$ cat src/rtl/mac12_seq_if.sv
// Handshake and data bundle of the sequential 12x12 MAC stage.
// The requester holds the master modport and the MAC holds the slave modport.
interface mac12_seq_if;
  logic        start;
  logic        clr_acc;
  logic [11:0] A;
  logic [11:0] B;
  logic [23:0] ACC;
  logic        OVF;
  logic        busy;
  logic        done;

  modport master (output start, clr_acc, A, B, input ACC, OVF, busy, done);
  modport slave  (input start, clr_acc, A, B, output ACC, OVF, busy, done);
endinterface

$ cat src/rtl/mac12_seq.sv
// Sequential 12x12 unsigned shift-and-add MAC with a 24-bit accumulator.
// One shared carry-select adder performs both the partial-product adds and the accumulate add.
module csel_blk #(
  parameter int W = 4
) (
  input  logic [W-1:0] a,
  input  logic [W-1:0] b,
  input  logic         cin,
  output logic [W-1:0] sum,
  output logic         cout
);
  logic [W:0] s0, s1;

  // Both carry-in outcomes are formed up front; the incoming carry only selects between them.
  assign s0   = {1'b0, a} + {1'b0, b};
  assign s1   = {1'b0, a} + {1'b0, b} + {{W{1'b0}}, 1'b1};
  assign sum  = cin ? s1[W-1:0] : s0[W-1:0];
  assign cout = cin ? s1[W] : s0[W];
endmodule

module fa24bit_sc (
  input  logic [23:0] a,
  input  logic [23:0] b,
  input  logic        cin,
  output logic [23:0] sum,
  output logic        cout
);
  localparam int BLK  = 4;
  localparam int NBLK = 24 / BLK;

  logic [NBLK:0] c;
  assign c[0] = cin;

  for (genvar i = 0; i < NBLK; i++) begin : g_blk
    csel_blk #(.W(BLK)) u_blk (
      .a   (a[i*BLK +: BLK]),
      .b   (b[i*BLK +: BLK]),
      .cin (c[i]),
      .sum (sum[i*BLK +: BLK]),
      .cout(c[i+1])
    );
  end

  assign cout = c[NBLK];
endmodule

module mac12_seq (
  input  logic       clk,
  input  logic       reset,
  mac12_seq_if.slave bus
);
  typedef enum logic [1:0] {S_IDLE, S_MUL, S_ACC, S_DONE} state_t;

  state_t      state;
  logic [23:0] a_reg;
  logic [11:0] b_reg;
  logic [23:0] prod;
  logic [3:0]  cnt;
  logic [23:0] acc;
  logic        ovf, busy, done;

  logic [23:0] add_a, add_b, sum;
  logic        cout;

  always_comb begin
    add_a = '0;
    add_b = '0;
    unique case (state)
      S_MUL: begin
        add_a = prod;
        add_b = b_reg[cnt] ? (a_reg << cnt) : '0;
      end
      S_ACC: begin
        add_a = acc;
        add_b = prod;
      end
      default: ;
    endcase
  end

  fa24bit_sc u_add (
    .a   (add_a),
    .b   (add_b),
    .cin (1'b0),
    .sum (sum),
    .cout(cout)
  );

  always_ff @(posedge clk) begin
    if (reset) begin
      state <= S_IDLE;
      a_reg <= '0;
      b_reg <= '0;
      prod  <= '0;
      cnt   <= '0;
      acc   <= '0;
      ovf   <= 1'b0;
      busy  <= 1'b0;
      done  <= 1'b0;
    end else begin
      done <= 1'b0;
      unique case (state)
        S_IDLE: begin
          // A clear and a start in the same cycle both apply; the new product lands on zero.
          if (bus.clr_acc) begin
            acc <= '0;
            ovf <= 1'b0;
          end
          if (bus.start) begin
            a_reg <= {12'h000, bus.A};
            b_reg <= bus.B;
            prod  <= '0;
            cnt   <= '0;
            busy  <= 1'b1;
            state <= S_MUL;
          end
        end
        S_MUL: begin
          prod <= sum;
          cnt  <= cnt + 4'd1;
          if (cnt == 4'd11) state <= S_ACC;
        end
        S_ACC: begin
          acc   <= sum;
          ovf   <= ovf | cout;
          busy  <= 1'b0;
          done  <= 1'b1;
          state <= S_DONE;
        end
        S_DONE: state <= S_IDLE;
        default: state <= S_IDLE;
      endcase
    end
  end

  assign bus.ACC  = acc;
  assign bus.OVF  = ovf;
  assign bus.busy = busy;
  assign bus.done = done;
endmodule

$ cat src/flat_wrapper.sv
// flat-port wrapper written by rule: the top's interface ports become plain ports
module mac12_seq_flat 
  (clk, reset, bus_start, bus_clr_acc, bus_A, bus_B, bus_ACC, bus_OVF, bus_busy, bus_done);
  mac12_seq_if bus_i ();
  input  logic clk;
  input  logic reset;
  input wire logic [$bits(bus_i.start)-1:0] bus_start;
  input wire logic [$bits(bus_i.clr_acc)-1:0] bus_clr_acc;
  input wire logic [$bits(bus_i.A)-1:0] bus_A;
  input wire logic [$bits(bus_i.B)-1:0] bus_B;
  output wire logic [$bits(bus_i.ACC)-1:0] bus_ACC;
  output wire logic [$bits(bus_i.OVF)-1:0] bus_OVF;
  output wire logic [$bits(bus_i.busy)-1:0] bus_busy;
  output wire logic [$bits(bus_i.done)-1:0] bus_done;
  assign bus_i.start = bus_start;
  assign bus_i.clr_acc = bus_clr_acc;
  assign bus_i.A = bus_A;
  assign bus_i.B = bus_B;
  assign bus_ACC = bus_i.ACC;
  assign bus_OVF = bus_i.OVF;
  assign bus_busy = bus_i.busy;
  assign bus_done = bus_i.done;
  mac12_seq u_core (.clk(clk), .reset(reset), .bus(bus_i));
endmodule
$ cat config.mk
export PLATFORM = sky130hd
export DESIGN_NAME = mac12_seq_flat
export DESIGN_NICKNAME = d
export VERILOG_FILES = /design/src/rtl/mac12_seq_if.sv /design/src/rtl/mac12_seq.sv /design/src/flat_wrapper.sv
export SDC_FILE = /design/constraint.sdc
export NUM_CORES = 1
export LEC_CHECK = 0
export ABC_AREA = 1
export CORE_MARGIN = 4
export CORE_UTILIZATION = 63
export DETAILED_ROUTE_END_ITERATION = 6
export HOLD_SLACK_MARGIN = 0.03
export PLACE_DENSITY = 0.87
export SETUP_SLACK_MARGIN = 0.4
export SLEW_MARGIN = 20
export SYNTH_ARGS = -nofsm -noshare
export SYNTH_HDL_FRONTEND = slang
export SYNTH_SLANG_ARGS = --single-unit
$ cat constraint.sdc
create_clock -name clk -period 7.7 [get_ports clk]
set_input_delay 1.54 -clock clk [delete_from_list [all_inputs] [get_ports clk]]
set_output_delay 1.54 -clock clk [all_outputs]
set_load 0.02 [all_outputs]
=== After elaboration in Yosys (flattened, before gate mapping) ===
Cells that the tools add are included.
Widths: inputs -> output; s select.

* Add/sub/neg operators: 12
* Order comparisons: 1
* Equal/unequal tests: 7
* Shifts and indexed selects: 1
* Mux-type cells: 29
* Bitwise logic cells: 1
* Reductions and logical operators: 8

{| class="wikitable"
|+ Operator list
! kind !! number
|-
| $pmux 24 s2 || 4
|-
| $mux 24 || 3
|-
| $add 4x4->5 || 6
|-
| $add 5x1->5 const B || 5
|-
| $mux 4 || 6
|-
| $shl 12x4->24 || 1
|-
| $reduce_and 2->1 || 5
|-
| $mux 1 || 9
|-
| $pmux 2 s4 || 1
|-
| $pmux 4 s2 || 1
|-
| $lt 4x5->1 const B || 1
|-
| $add 4x1->4 const B || 1
|-
| $bmux 1 s4 || 1
|-
| $eq 2x2->1 const B || 2
|-
| $eq 4x4->1 const B || 1
|-
| $mux 2 || 2
|-
| $ne 2x2->1 const B || 2
|-
| $pmux 1 s2 || 2
|-
| $reduce_bool 2->1 || 2
|-
| $eq 2x1->1 const B || 1
|-
| $logic_not 2->1 || 1
|-
| $ne 2x1->1 const B || 1
|-
| $or 1x1->1 || 1
|}

* Register bits: 81
* Output and inout port bits: 27

=== Longest topological paths before layout ===
Gate-level depths: netlist (run 1).

* Depth in word-level cells: 13
* Mapped depth: 32

=== By module ===
From an unflattened synthesis (run 1), not the netlist that was laid out.

* Cell total of the unflattened synthesis: 980
* Area, all modules: 6149.6 µm²

{| class="wikitable"
|+ By module, submodules not included
! module !! instances !! cells an instance !! area each (µm²)
|-
| mac12_seq || 1 || 710 || 4599.4
|-
| csel_blk (u_core.u_add.g_blk[0].u_blk ...) || 3 || 45 || 262.8
|-
| csel_blk (u_core.u_add.g_blk[2].u_blk ...) || 3 || 45 || 254.0
|}

=== Least setup slack after synthesis (run 1) ===
No wires, ideal clock.

* Kind: register -> register
* Start: reg u_core.cnt[1]
* End: reg u_core.acc[19], in the netlist u_core.bus.ACC[19]
* Library setup time: 132 ps
* Data arrival time: 3590 ps
* Data required time: 7568 ps
* Setup slack: 3977 ps
* Stages on the path, launching flop included: 29
* Path buffers: 2
* Cell sequence: dfxtp_1 -> buf_2 -> inv_1 -> buf_2 -> o21ai_0 -> o22ai_1 -> nand2_1 -> nand3_1 -> nand2_1 -> nor2_2 -> nand2_1 -> a21oi_1 -> ha_1 -> inv_1 -> fa_1 -> inv_1 -> ha_1 -> nand3_2 -> nor2_4 -> nand2_1 -> nand2_2 -> nand2_4 -> nand2_4 -> nand3_2 -> nand2_4 -> inv_1 -> or2_1 -> nand3_1 -> a21oi_1

* Cells in the longest elaborated chain, start to end: 11

{| class="wikitable"
|+ Ends and longest elaborated chain
! what !! line !! text
|-
| start, declared || mac12_seq.sv:58 || <nowiki>logic [3:0] cnt;</nowiki>
|-
| start signal, assigned || mac12_seq.sv:120 || <nowiki>cnt <= cnt + 4'd1;</nowiki>
|-
| $bmux 1 s4 || mac12_seq.sv:71 || <nowiki>add_b = b_reg[cnt] ? (a_reg << cnt) : '0;</nowiki>
|-
| $mux 1 (not written as such) || mac12_seq.sv:71 ||
|-
| $mux 24 * || mac12_seq.sv:71 ||
|-
| $pmux 24 s2 * || mac12_seq.sv:68 || <nowiki>unique case (state)</nowiki>
|-
| $add 4x4->5 || mac12_seq.sv:15, mac12_seq.sv:16 ||
|-
| $add 5x1->5 || mac12_seq.sv:16 || <nowiki>assign s1 = {1'b0, a} + {1'b0, b} + {{W{1'b0}}, 1'b1};</nowiki>
|-
| $mux 1 (3 in series) || mac12_seq.sv:18 || <nowiki>assign cout = cin ? s1[W] : s0[W];</nowiki>
|-
| $mux 4 * || mac12_seq.sv:17 || <nowiki>assign sum = cin ? s1[W-1:0] : s0[W-1:0];</nowiki>
|-
| $pmux 24 s2 * || mac12_seq.sv:102 || <nowiki>unique case (state)</nowiki>
|-
| end signal, assigned || mac12_seq.sv:124 || <nowiki>acc <= sum;</nowiki>
|-
| end, declared || mac12_seq.sv:59 || <nowiki>logic [23:0] acc;</nowiki>
|}

Mark *: on every way between the ends. The rest lies on a longest branch, timed or not. The select of a mux whose other input is x is not followed.
A chain may end at the register's enable or synchronous reset.

=== Worst setup path in the final report (run 1) ===
* Start: reg u_core.cnt[0]
* End: reg u_core.acc[21], in the netlist u_core.bus.ACC[21]

* Cells in the longest elaborated chain, start to end: 12

{| class="wikitable"
|+ Ends and longest elaborated chain
! what !! line
|-
| $bmux 1 s4 || mac12_seq.sv:71
|-
| $mux 1 (not written as such) || mac12_seq.sv:71
|-
| $mux 24 * || mac12_seq.sv:71
|-
| $pmux 24 s2 * || mac12_seq.sv:68
|-
| $add 4x4->5 || mac12_seq.sv:15, mac12_seq.sv:16
|-
| $add 5x1->5 || mac12_seq.sv:16
|-
| $mux 1 (4 in series) || mac12_seq.sv:18
|-
| $mux 4 * || mac12_seq.sv:17
|-
| $pmux 24 s2 * || mac12_seq.sv:102
|}

Marked as above.

==> results of run 1 <==
==> metal layers <==
layer	global-route usage [%]	share of wire, %	vias to the layer above
li1	-	-	2932
met1	35.7	41	2672
met2	52.9	50	208
met3	5.14	6.0	52
met4	14.1	2.8	0
met5	0	0	-
==> worst max path at each step <==
| stage | from | slack, ps | end |
|---|---|---|---|
| floorplan | u_core.cnt[1] | 3980 | u_core.bus.ACC[19] |
| global placement | u_core.cnt[0] | 3100 | u_core.bus.ACC[19] |
| global route | u_core.cnt[0] | 2300 | u_core.bus.ACC[21] |
| CTS | u_core.cnt[0] | 2860 | u_core.bus.ACC[21] |
| finish | u_core.cnt[0] | 2810 | u_core.bus.ACC[21] |
| detailed placement | u_core.cnt[0] | 2890 | u_core.bus.ACC[22] |
==> worst max-delay path, stage by stage (launching register included) <==
cell	delay, ps
dfxtp_1	540
inv_1	490
o21ai_0	140
o22ai_1	230
nand3_1	110
nand3_1	110
nand2_1	150
nor2_2	310
nand2_1	110
a21oi_1	150
ha_1	240
inv_1	70
fa_1	480
inv_1	90
ha_1	180
nand3_2	100
nor2_4	150
nand2_1	80
nand2_2	100
nand2_4	80
nand2_4	90
nand3_2	110
nand2_4	140
nand2_4	80
nand2_2	130
nand2_1	80
nand3_1	80
a21oi_1	90
==> final cells by class <==
type                       count  area (um^2)
multi-input combinational    688         3570
fill                         758         2300
sequential                    81         1620
timing repair buffer          58          566
inverter                      80          300
clock buffer                  12          155
tap                          108          135
clock inverter                 4         75.1
==> layout by cell type, fill, tap and decap left out, types with 4 or more instances in the layout <==
cell type and instances:
a21oi_1 106, a22o_1 4, buf_4 4, clkbuf_8 11, clkdlybuf4s50_1 53, dfxtp_1 81
fa_1 6, ha_1 34, inv_1 76, nand2_1 267, nand2_4 6, nand3_1 48
nand3_2 5, nor2_1 84, nor3_1 7, o21ai_0 69, o22ai_1 4, xnor2_1 6
xor2_1 15
==> cell families after synthesis <==
logic type	after synthesis	synth area share, %
buffers and inverters	127	8.54
AOI/OAI and AO/OA	193	17.7
xor gates and xnor gates	21	3.24
and+or+nand+nor	431	31.8
adders and majority gates	40	9.62
DFF	81	28.6
muxes	3	0.529
==> power by group through the flow <==
stage	clock network (mW)	logic, mW	registers, mW
final	0.363	0.564	0.505
after global routing	0.385	0.620	0.513
after CTS	0.364	0.556	0.505
after detailed placement	0	0.553	0.514
after global placement	0	0.542	0.513
after floorplan	0	0.395	0.499
==> through the flow <==
stage / utilization, % / setup WS, ps / hold slack, ps
final: 73.6 / 2810 / 451
after floorplan: - / 3980 / 444
after CTS: 73.6 / 2860 / 456
after global placement: 71.0 / 3100 / 440
after detailed placement: 71.0 / 2890 / 443
after global routing: 73.6 / 2300 / 482
==> impl_results.md, run 1 <==
- Leakage power of the design: about 2.7 nW
- Vias per std cell: roughly 5.7
- Clock-pin slew of the registers on the worst-case setup and hold paths: approximately 80 ps
- Dominant cells by area after synthesis: dfxtp_1, nand2_1, a21oi_1, ha_1, o21ai_0
- Psw: about 0.64 mW
- Area post-placement: around 0.0062 mm^2
- Number of placement rows: 34
- Gate count of the mapped netlist: 896
- H-Tree Depth: 3
- Worst R2R Start: u_core.cnt[0]
- Cell with the most instances after synthesis: nand2_1
- Relative contribution of the clock network to total power: between 20% and 30%
- Number of standard cells in the final layout excluding fillers: approximately 1000
- Leading area contributor after synthesis: dfxtp_1
- Worst endpoint data arrival time: approximately 5100 ps
- Area of the mapped netlist: around 0.0057 mm^2
- Area of the core: 0.00872 mm^2
- Number of failing hold endpoints at the final stage: 0
- Detailed Routing Iterations Pass 1: 7
- Gate power share: about two fifths
- Setup crit end kind: flop
- Via count of the first global-routing pass: 5717
- Final net count: between 900 and 1000
- Wire length per cell: around 15 um
- Largest driver fanout on the critical path: 24
- Area overhead of the layout relative to synthesis: 13.2%
- Worst R2R Setup Slack: 2810 ps
- Count of yosys warnings during synthesis: 0
- CTS Hold Buffers Added: 0
- Synth unique cells: 35
- Total number of vias: about 5900
- Setup TNS after final layout: 0 ps
- Fraction of the yosys area taken by sequential cells: between 20% and 30%
- Total global routing track utilization: a little under a third
- IR Drop Worst-Case VDD: 0.182 mV
- Total design power: around 1.4 mW
- DIE AREA: 0.0106 mm^2
- Post-synth EDFFs: 0
- Number of antenna violations at the first check in global routing: 0
- Fraction of layout instances using a drive strength above 1: between 4 and 5%
- Antenna-violating nets left: 0
- Setup bufs post-CTS: 0
- Fin area: 0.00642 mm^2
- Classification of the worst-slack hold path: flop to flop
- Aggregate global routing overflow: 0
- Power density normalized to cell area: about 220 mW/mm^2
- Critical hold path startpoint: u_core.bus.OVF
- Net count of the mapped netlist: around 960
- Endpoint of the lowest-slack register-to-register path: u_core.bus.ACC[21]
- WP data required: approximately 7900 ps
- Final Critical Period: just under 5000 ps
- Buffers added on ports: 54
- Drt total wl: roughly 15 mm
- Sequential group share of total power: roughly a third
- Initial standard-cell utilization of the core: around two thirds
- Wire length of the first global-routing pass: approximately 26 mm
- PostCTS Resize Cnt: 0
- Clock Tree Buf Depth: 2
- Worst slew margin relative to its limit: between 30% and 40%
- Number of sinks handled by clock tree synthesis: between 80 and 90
- I/O pin count: 55
- Tightest Pin Transition: ~990 ps
- Internal power: 0.795 mW
- Detailed-placement wirelength estimate: roughly 11 mm
- Fraction of the cycle the final worst path needs: 63.6%
- Hold Path End: u_core.bus.OVF
- Count of maximum capacitance violations: 0
- Clock latency on the worst-skew pair: 360 ps
- Crit Path Category: flop to flop
- Leading register cell type out of synthesis: dfxtp_1
- DRC violation total after the first TritonRoute iteration: 355
- Yosys reg bits: just over 80
- Share of synthesized flip-flops with an asynchronous set or reset: 0%
- Number of inserted diodes: 0
- DRC viols: 0
- Buffer cell driving the clock tree root: clkbuf_8
- Fraction of power spent switching nets: ~44%
- Maximum number of pins on one net before global-route repair: between 50 and 60
- R2R depth: 27
- Total setup violations reported at the end of the flow: 0
- Instance count after placement with tap cells included: 1015
- Die height: slightly above 100 um
- Global placer's final weighted congestion: roughly 0.94
- Clock tree from TritonCTS: built
- Critical Path Source Type: flop
- Slew Viols, Final: 0
- Worst setup skew after layout: approximately 11 ps
- Highest attainable clock frequency: just over 200 MHz
- Top cells by instance count after synthesis: nand2_1, a21oi_1, nor2_1, dfxtp_1, inv_1
- Area share of the largest cell type after synthesis: roughly 29%
- Synthesized area divided by synthesized cell count: 6.33 um^2
- Outcome: finished, final reports clean
- Min-Delay Path Depth: 2
- DIE WIDTH: 103 um
- RSZ-0062 raised after global routing: false
- Number of buffers created by CTS: 9
Power figures use the tool's default switching activity.
==> run 2, diff against run 1 <==
CORE_UTILIZATION = 53   (was 63)
PLACE_DENSITY = 0.78   (was 0.87)
clock period = 4.25 ns   (was 7.7 ns; I/O delays follow)
==> impl_results.md, run 2 (synthesis gave the netlist of run 1 again) <==
- Outcome: finished, final reports clean (unchanged)
- Worst R2R Setup Slack: 380 ps (was 2810 ps)
- Post-place setup slack: 193 ps (was 2890 ps)
- Number of placement rows: 37 (was 34)
- Highest attainable clock frequency: 258 MHz (was 204 MHz)
- Via count of the first global-routing pass: 5421 (was 5717)
- Worst endpoint data arrival time: 4100 ps (was 5100 ps)
- DRC violation total after the first TritonRoute iteration: 424 (was 355)
- IR Drop Worst-Case VDD: 0.340 mV (was 0.182 mV)
- Fraction of the cycle the final worst path needs: 91.1% (was 63.6%)
- Worst setup skew after layout: 13.5 ps (was 11.3 ps)
- Sequential group share of total power: 32.8% (was 35.3%)
- Count of maximum capacitance violations: 0 (unchanged)
- Psw: 1.20 mW (was 0.637 mW)
- Critical hold path startpoint: u_core.bus.OVF (unchanged)
- Fraction of layout instances using a drive strength above 1: 11.0% (was 4.33%)
- DIE WIDTH: 111 um (was 103 um)
- Clock tree from TritonCTS: built (unchanged)
- Number of inserted diodes: 0 (unchanged)
- Detailed Routing Iterations Pass 1: 5 (was 7)
- Number of antenna violations at the first check in global routing: 0 (unchanged)
- Die height: 111 um (was 103 um)
- Total number of vias: 5908 (was 5864)
- Tightest Pin Transition: 845 ps (was 988 ps)
- Final worst setup slack: 377 ps (was 2810 ps)
- Fraction of power spent switching nets: 43.3% (was 44.5%)
- Aggregate global routing overflow: 0 (unchanged)
- Gate power share: 43.6% (was 39.4%)
- Clock-pin slew of the registers on the worst-case setup and hold paths: 100 ps (was 80 ps)
- Power density normalized to cell area: 403 mW/mm^2 (was 223 mW/mm^2)
- Crit Path Category: flop to flop (unchanged)
- Setup crit end kind: flop (unchanged)
- Slew Viols, Final: 0 (unchanged)
- CTS Hold Buffers Added: 0 (unchanged)
- Antenna-violating nets left: 0 (unchanged)
- Setup TNS after final layout: 0 ps (unchanged)
- Utilization after layout: 66.6% (was 73.6%)
- Internal power: 1.58 mW (was 0.795 mW)
- Number of failing hold endpoints at the final stage: 0 (unchanged)
- RSZ-0062 raised after global routing: true (was false)
- Top library cells by usage in the layout, fill and taps aside: nand2_1, a21oi_1, nor2_1 (unchanged)
- Number of sinks handled by clock tree synthesis: 81 (unchanged)
- Final Critical Period: 3870 ps (was 4890 ps)
- Worst slew margin relative to its limit: 43.6% (was 34.1%)
- Vias per std cell: 5.42 (was 5.69)
- Instance count after placement with tap cells included: 1060 (was 1015)
- Detailed-placement wirelength estimate: 10.6 mm (was 10.9 mm)
- Global placer's final weighted congestion: 0.933 (was 0.944)
- Wire length per cell: 13.7 um (was 14.9 um)
- Min Hold Slack: 468 ps (was 451 ps)
- DRC viols: 0 (unchanged)
- Area of the core: 0.0104 mm^2 (was 0.00872 mm^2)
- H-Tree Depth: 3 (unchanged)
- Total global routing track utilization: 23.4% (was 30.2%)
- Clock latency on the worst-skew pair: 370 ps (was 360 ps)
- Initial standard-cell utilization of the core: 54.7% (was 65.1%)
- Critical path origin: u_core.cnt[0] (unchanged)
- I/O pin count: 55 (unchanged)
- Classification of the worst-slack hold path: flop to flop (unchanged)
- Most common library cell in the layout ignoring fill and taps: nand2_1 (unchanged)
- DIE AREA: 0.0124 mm^2 (was 0.0106 mm^2)
- WP data required: 4480 ps (was 7900 ps)
- Drt total wl: 15.0 mm (was 15.3 mm)
- Critical Path Source Type: flop (unchanged)
- Number of standard cells in the final layout excluding fillers: 1091 (was 1031)
- Wire length of the first global-routing pass: 24.8 mm (was 25.7 mm)
- Fin area: 0.00690 mm^2 (was 0.00642 mm^2)
- Area post-placement: 0.00637 mm^2 (was 0.00619 mm^2)
- Final net count: 1018 (was 986)
- Area overhead of the layout relative to synthesis: 21.7% (was 13.2%)
- Worst R2R Start: u_core.cnt[0] (unchanged)
- Relative contribution of the clock network to total power: 23.5% (was 25.3%)
- Maximum number of pins on one net before global-route repair: 52 (was 53)
- Number of buffers created by CTS: 9 (unchanged)
- Buffer cell driving the clock tree root: clkbuf_8 (unchanged)
- Buffers added on ports: 54 (unchanged)
- Total setup violations reported at the end of the flow: 0 (unchanged)
- Largest driver fanout on the critical path: 6 (was 24)
- Clock Tree Buf Depth: 2 (unchanged)
- Total design power: 2.78 mW (was 1.43 mW)
- Leakage power of the design: 2.88 nW (was 2.67 nW)
## run 2: cell types whose count changed in the layout (fill, tap and decap cells not counted), sizes merged
cell      before  now
clkinv         2    6
clkinvlp       2    0
buf            5   36
clkbuf        12   11
## run 2: path summary, 6_finish.rpt
path	to	depth (start not counted)
worst max-delay path	u_core.bus.ACC[17]	27
worst min-delay path	u_core.bus.OVF	2
worst max register to register	u_core.bus.ACC[17]	27
worst min register to register	u_core.bus.OVF	2
## run 2: layout make-up
class                      instances  area [um^2]
tap                              136          170
multi-input combinational        688         3700
inverter                          80          309
timing repair buffer              90          866
sequential                        81         1630
fill                             920         3470
clock inverter                     6         91.3
clock buffer                      10          138
## run 2: power groups by stage
stage          Combinational [mW]  Sequential (mW)  Clock [mW]
2_1_floorplan               0.716            0.904           0
3_3_place_gp                 1.08            0.920           0
3_5_place_dp                 1.09            0.920           0
4_1_cts                      1.11            0.905       0.660
5_1_grt                      1.33            0.921       0.691
6_report                     1.21            0.913       0.655
## run 2: critical path: stages, from the launching register on
cell and delay (ps):
dfxtp_4 440, buf_6 140, o21ai_2 60, o22ai_2 160
nand2_1 90, nand3_2 90, nand2_4 70, nor2_4 150
nand2_2 70, a21oi_2 130, ha_2 210, inv_2 50
fa_1 500, inv_1 80, ha_2 180, nand3_2 80
nor2_4 140, nand2_2 80, nand2_4 100, nand2_4 80
nand2_4 90, nand2_4 70, nand2_4 90, nand2_4 80
buf_6 120, or2_1 230, nand3_1 70, a21oi_1 80
## run 2: timing repair
| action | 4_1_cts | 5_1_grt |
|---|---|---|
| pin swaps | 2 | 23 |
| setup buffers | 2 | 12 |
| gates cloned | 0 | 1 |
| setup endpoints to repair | 23 | 28 |
| hold endpoints to repair | 0 | 0 |
| resized for setup | 10 | 54 |
## run 2: per-layer routing
| layer | part of all wire, % | track usage, % | vias up |
|---|---|---|---|
| met4 | 1.7 | 7.22 | 0 |
| li1 | - | - | 3008 |
| met3 | 5.1 | 3.42 | 22 |
| met5 | 0 | 0 | - |
| met2 | 48 | 39.2 | 162 |
| met1 | 45 | 31.2 | 2716 |
==> run 3, diff against run 2 <==
ABC_CLOCK_PERIOD_IN_PS = 4250   (was not set)
CORE_UTILIZATION = 54   (was 53)
CTS_BUF_LIST = sky130_fd_sc_hd__clkbuf_4   (was not set)
PLACE_DENSITY = 0.79   (was 0.78)
==> impl_results.md, run 3 (synthesis gave the netlist of run 1 again) <==
- Number of antenna violations at the first check in global routing: 0 (unchanged)
- IR Drop Worst-Case VDD: 0.229 mV (was 0.340 mV)
- Total setup violations reported at the end of the flow: 0 (unchanged)
- Most common library cell in the layout ignoring fill and taps: nand2_1 (unchanged)
- Worst R2R Start: u_core.cnt[0] (unchanged)
- Total design power: 2.70 mW (was 2.78 mW)
- Worst slew margin relative to its limit: 36.9% (was 43.6%)
- Setup TNS after final layout: 0 ps (unchanged)
- Initial standard-cell utilization of the core: 55.2% (was 54.7%)
- Total of fill cells in the finished design: 915 (was 920)
- Critical hold path startpoint: u_core.bus.OVF (unchanged)
- Drt total wl: 15.4 mm (was 15.0 mm)
- DIE AREA: 0.0122 mm^2 (was 0.0124 mm^2)
- Critical Path Source Type: flop (unchanged)
- R2R depth: 28 (was 27)
- Worst Path Buf+Inv: 3 (was 4)
- Wire length of the first global-routing pass: 25.0 mm (was 24.8 mm)
- Outcome: finished, final reports clean (unchanged)
- Number of failing hold endpoints at the final stage: 0 (unchanged)
- Power density normalized to cell area: 385 mW/mm^2 (was 403 mW/mm^2)
- Instance count after placement with tap cells included: 1061 (was 1060)
- Most frequent CP cell: nand2_4 (unchanged)
- DIE WIDTH: 110 um (was 111 um)
- Classification of the worst-slack hold path: flop to flop (unchanged)
- Final Critical Period: 3870 ps (about the same)
- Worst endpoint data arrival time: 4230 ps (was 4100 ps)
- Utilization after layout: 68.3% (was 66.6%)
- Delay of the slowest cell on the worst path: 490 ps (was 500 ps)
- Clock tree from TritonCTS: built (unchanged)
- Top cell family by delay on the critical path: simple AND/OR/NAND/NOR gates (unchanged)
- Vias per std cell: 5.44 (was 5.42)
- Number of placement rows: 37 (unchanged)
- Endpoint of the lowest-slack register-to-register path: u_core.prod[23] (was u_core.bus.ACC[17])
- Final worst setup slack: 384 ps (was 377 ps)
- Total number of vias: 5987 (was 5908)
- Aggregate global routing overflow: 0 (unchanged)
- Post-place setup slack: 279 ps (was 193 ps)
- RSZ-0062 raised after global routing: true (unchanged)
- Fraction of layout instances using a drive strength above 1: 14.6% (was 11.0%)
- Wire length per cell: 14.0 um (was 13.7 um)
- Slew Viols, Final: 0 (unchanged)
- Hold Path End: u_core.bus.OVF (unchanged)
- Leakage power of the design: 2.85 nW (was 2.88 nW)
- Detailed-placement wirelength estimate: 10.5 mm (was 10.6 mm)
- Buffers added on ports: 54 (unchanged)
- Worst R2R Setup Slack: 380 ps (about the same)
- DRC viols: 0 (unchanged)
- Number of standard cells in the final layout excluding fillers: 1100 (was 1091)
- Area of the core: 0.0103 mm^2 (was 0.0104 mm^2)
- Number of sinks handled by clock tree synthesis: 81 (unchanged)
- Top library cells by usage in the layout, fill and taps aside: nand2_1, a21oi_1, dfxtp_1 (was nand2_1, a21oi_1, nor2_1)
- Setup crit end kind: flop (unchanged)
- Count of maximum capacitance violations: 0 (unchanged)
- Highest-delay cell along the critical path: fa_1 (unchanged)
- Fraction of the cycle the final worst path needs: 91.0% (was 91.1%)
- Largest driver fanout on the critical path: 6 (unchanged)
- Tightest Pin Transition: 943 ps (was 845 ps)
- DRC violation total after the first TritonRoute iteration: 510 (was 424)
- Buffer cell driving the clock tree root: clkbuf_4 (was clkbuf_8)
- Maximum number of pins on one net before global-route repair: 53 (was 52)
- Clock-pin slew of the registers on the worst-case setup and hold paths: 140 ps (was 100 ps)
- Via count of the first global-routing pass: 5458 (was 5421)
- WP data required: 4620 ps (was 4480 ps)
- Detailed Routing Iterations Pass 1: 5 (unchanged)
- Final net count: 1027 (was 1018)
- Total global routing track utilization: 24.0% (was 23.4%)
- Worst setup skew after layout: 28.1 ps (was 13.5 ps)
- Crit Path Category: flop to flop (unchanged)
- Number of buffers created by CTS: 9 (unchanged)
- Antenna-violating nets left: 0 (unchanged)
- Die height: 110 um (was 111 um)
- Area overhead of the layout relative to synthesis: 23.7% (was 21.7%)
- Clock latency on the worst-skew pair: 440 ps (was 370 ps)
- Min-Delay Path Depth: 2 (unchanged)
- Highest attainable clock frequency: 259 MHz (was 258 MHz)
- H-Tree Depth: 3 (unchanged)
- Clock Tree Buf Depth: 2 (unchanged)
- Global placer's final weighted congestion: 0.949 (was 0.933)
- I/O pin count: 55 (unchanged)
- Number of inserted diodes: 0 (unchanged)
-- run 3: power by group --
part / switching (mW) / leakage, nW / internal (mW)
Sequential: 0.0668 / 0.660 / 0.845
Clock: 0.285 / 0.0690 / 0.187
Combinational: 0.873 / 2.12 / 0.446
Total: 1.22 / 2.85 / 1.48
-- run 3: layout make-up --
type / instances / area (um^2) / share of cell area, %
multi-input combinational: 688 / 3830 / 54.6
sequential: 81 / 1630 / 23.2
timing repair buffer: 99 / 933 / 13.3
inverter: 80 / 312 / 4.44
tap: 136 / 170 / 2.42
clock buffer: 10 / 75.1 / 1.07
clock inverter: 6 / 66.3 / 0.945
-- run 3: worst max-delay path by stage --
stage                  startpoint            endpoint  cells past startpoint
floorplan           u_core.cnt[1]  u_core.bus.ACC[19]                     28
global placement    u_core.cnt[0]  u_core.bus.ACC[19]                     28
detailed placement  u_core.cnt[0]  u_core.bus.ACC[22]                     29
CTS                 u_core.cnt[0]  u_core.bus.ACC[22]                     27
global route        u_core.cnt[0]     u_core.prod[23]                     28
finish              u_core.cnt[0]     u_core.prod[23]                     28
-- run 3: metal layers --
layer	share of wire (%)	vias up	global-route usage (%)
li1	-	3024	-
met1	45	2752	31.2
met2	47	184	40.5
met3	5.8	27	4.77
met4	1.7	0	6.81
met5	0	-	0
-- run 3: worst min-delay path, stage by stage, from the launching register on --
cell     delay (ps)
dfxtp_1         350
inv_1            50
a21oi_1          50
-- run 3: stage by stage --
stage	hold WS [ps]	area, um^2
2_1_floorplan	444	5670
3_3_place_gp	458	6360
3_5_place_dp	459	6360
4_1_cts	479	6510
5_1_grt	496	7020
6_report	482	7020
-- run 3: repair_timing --
action	4_1_cts	5_1_grt
gates cloned	0	2
setup endpoints to repair	19	27
pin swaps	0	48
setup buffers	0	21
resized for setup	5	93
hold buffers	0	0
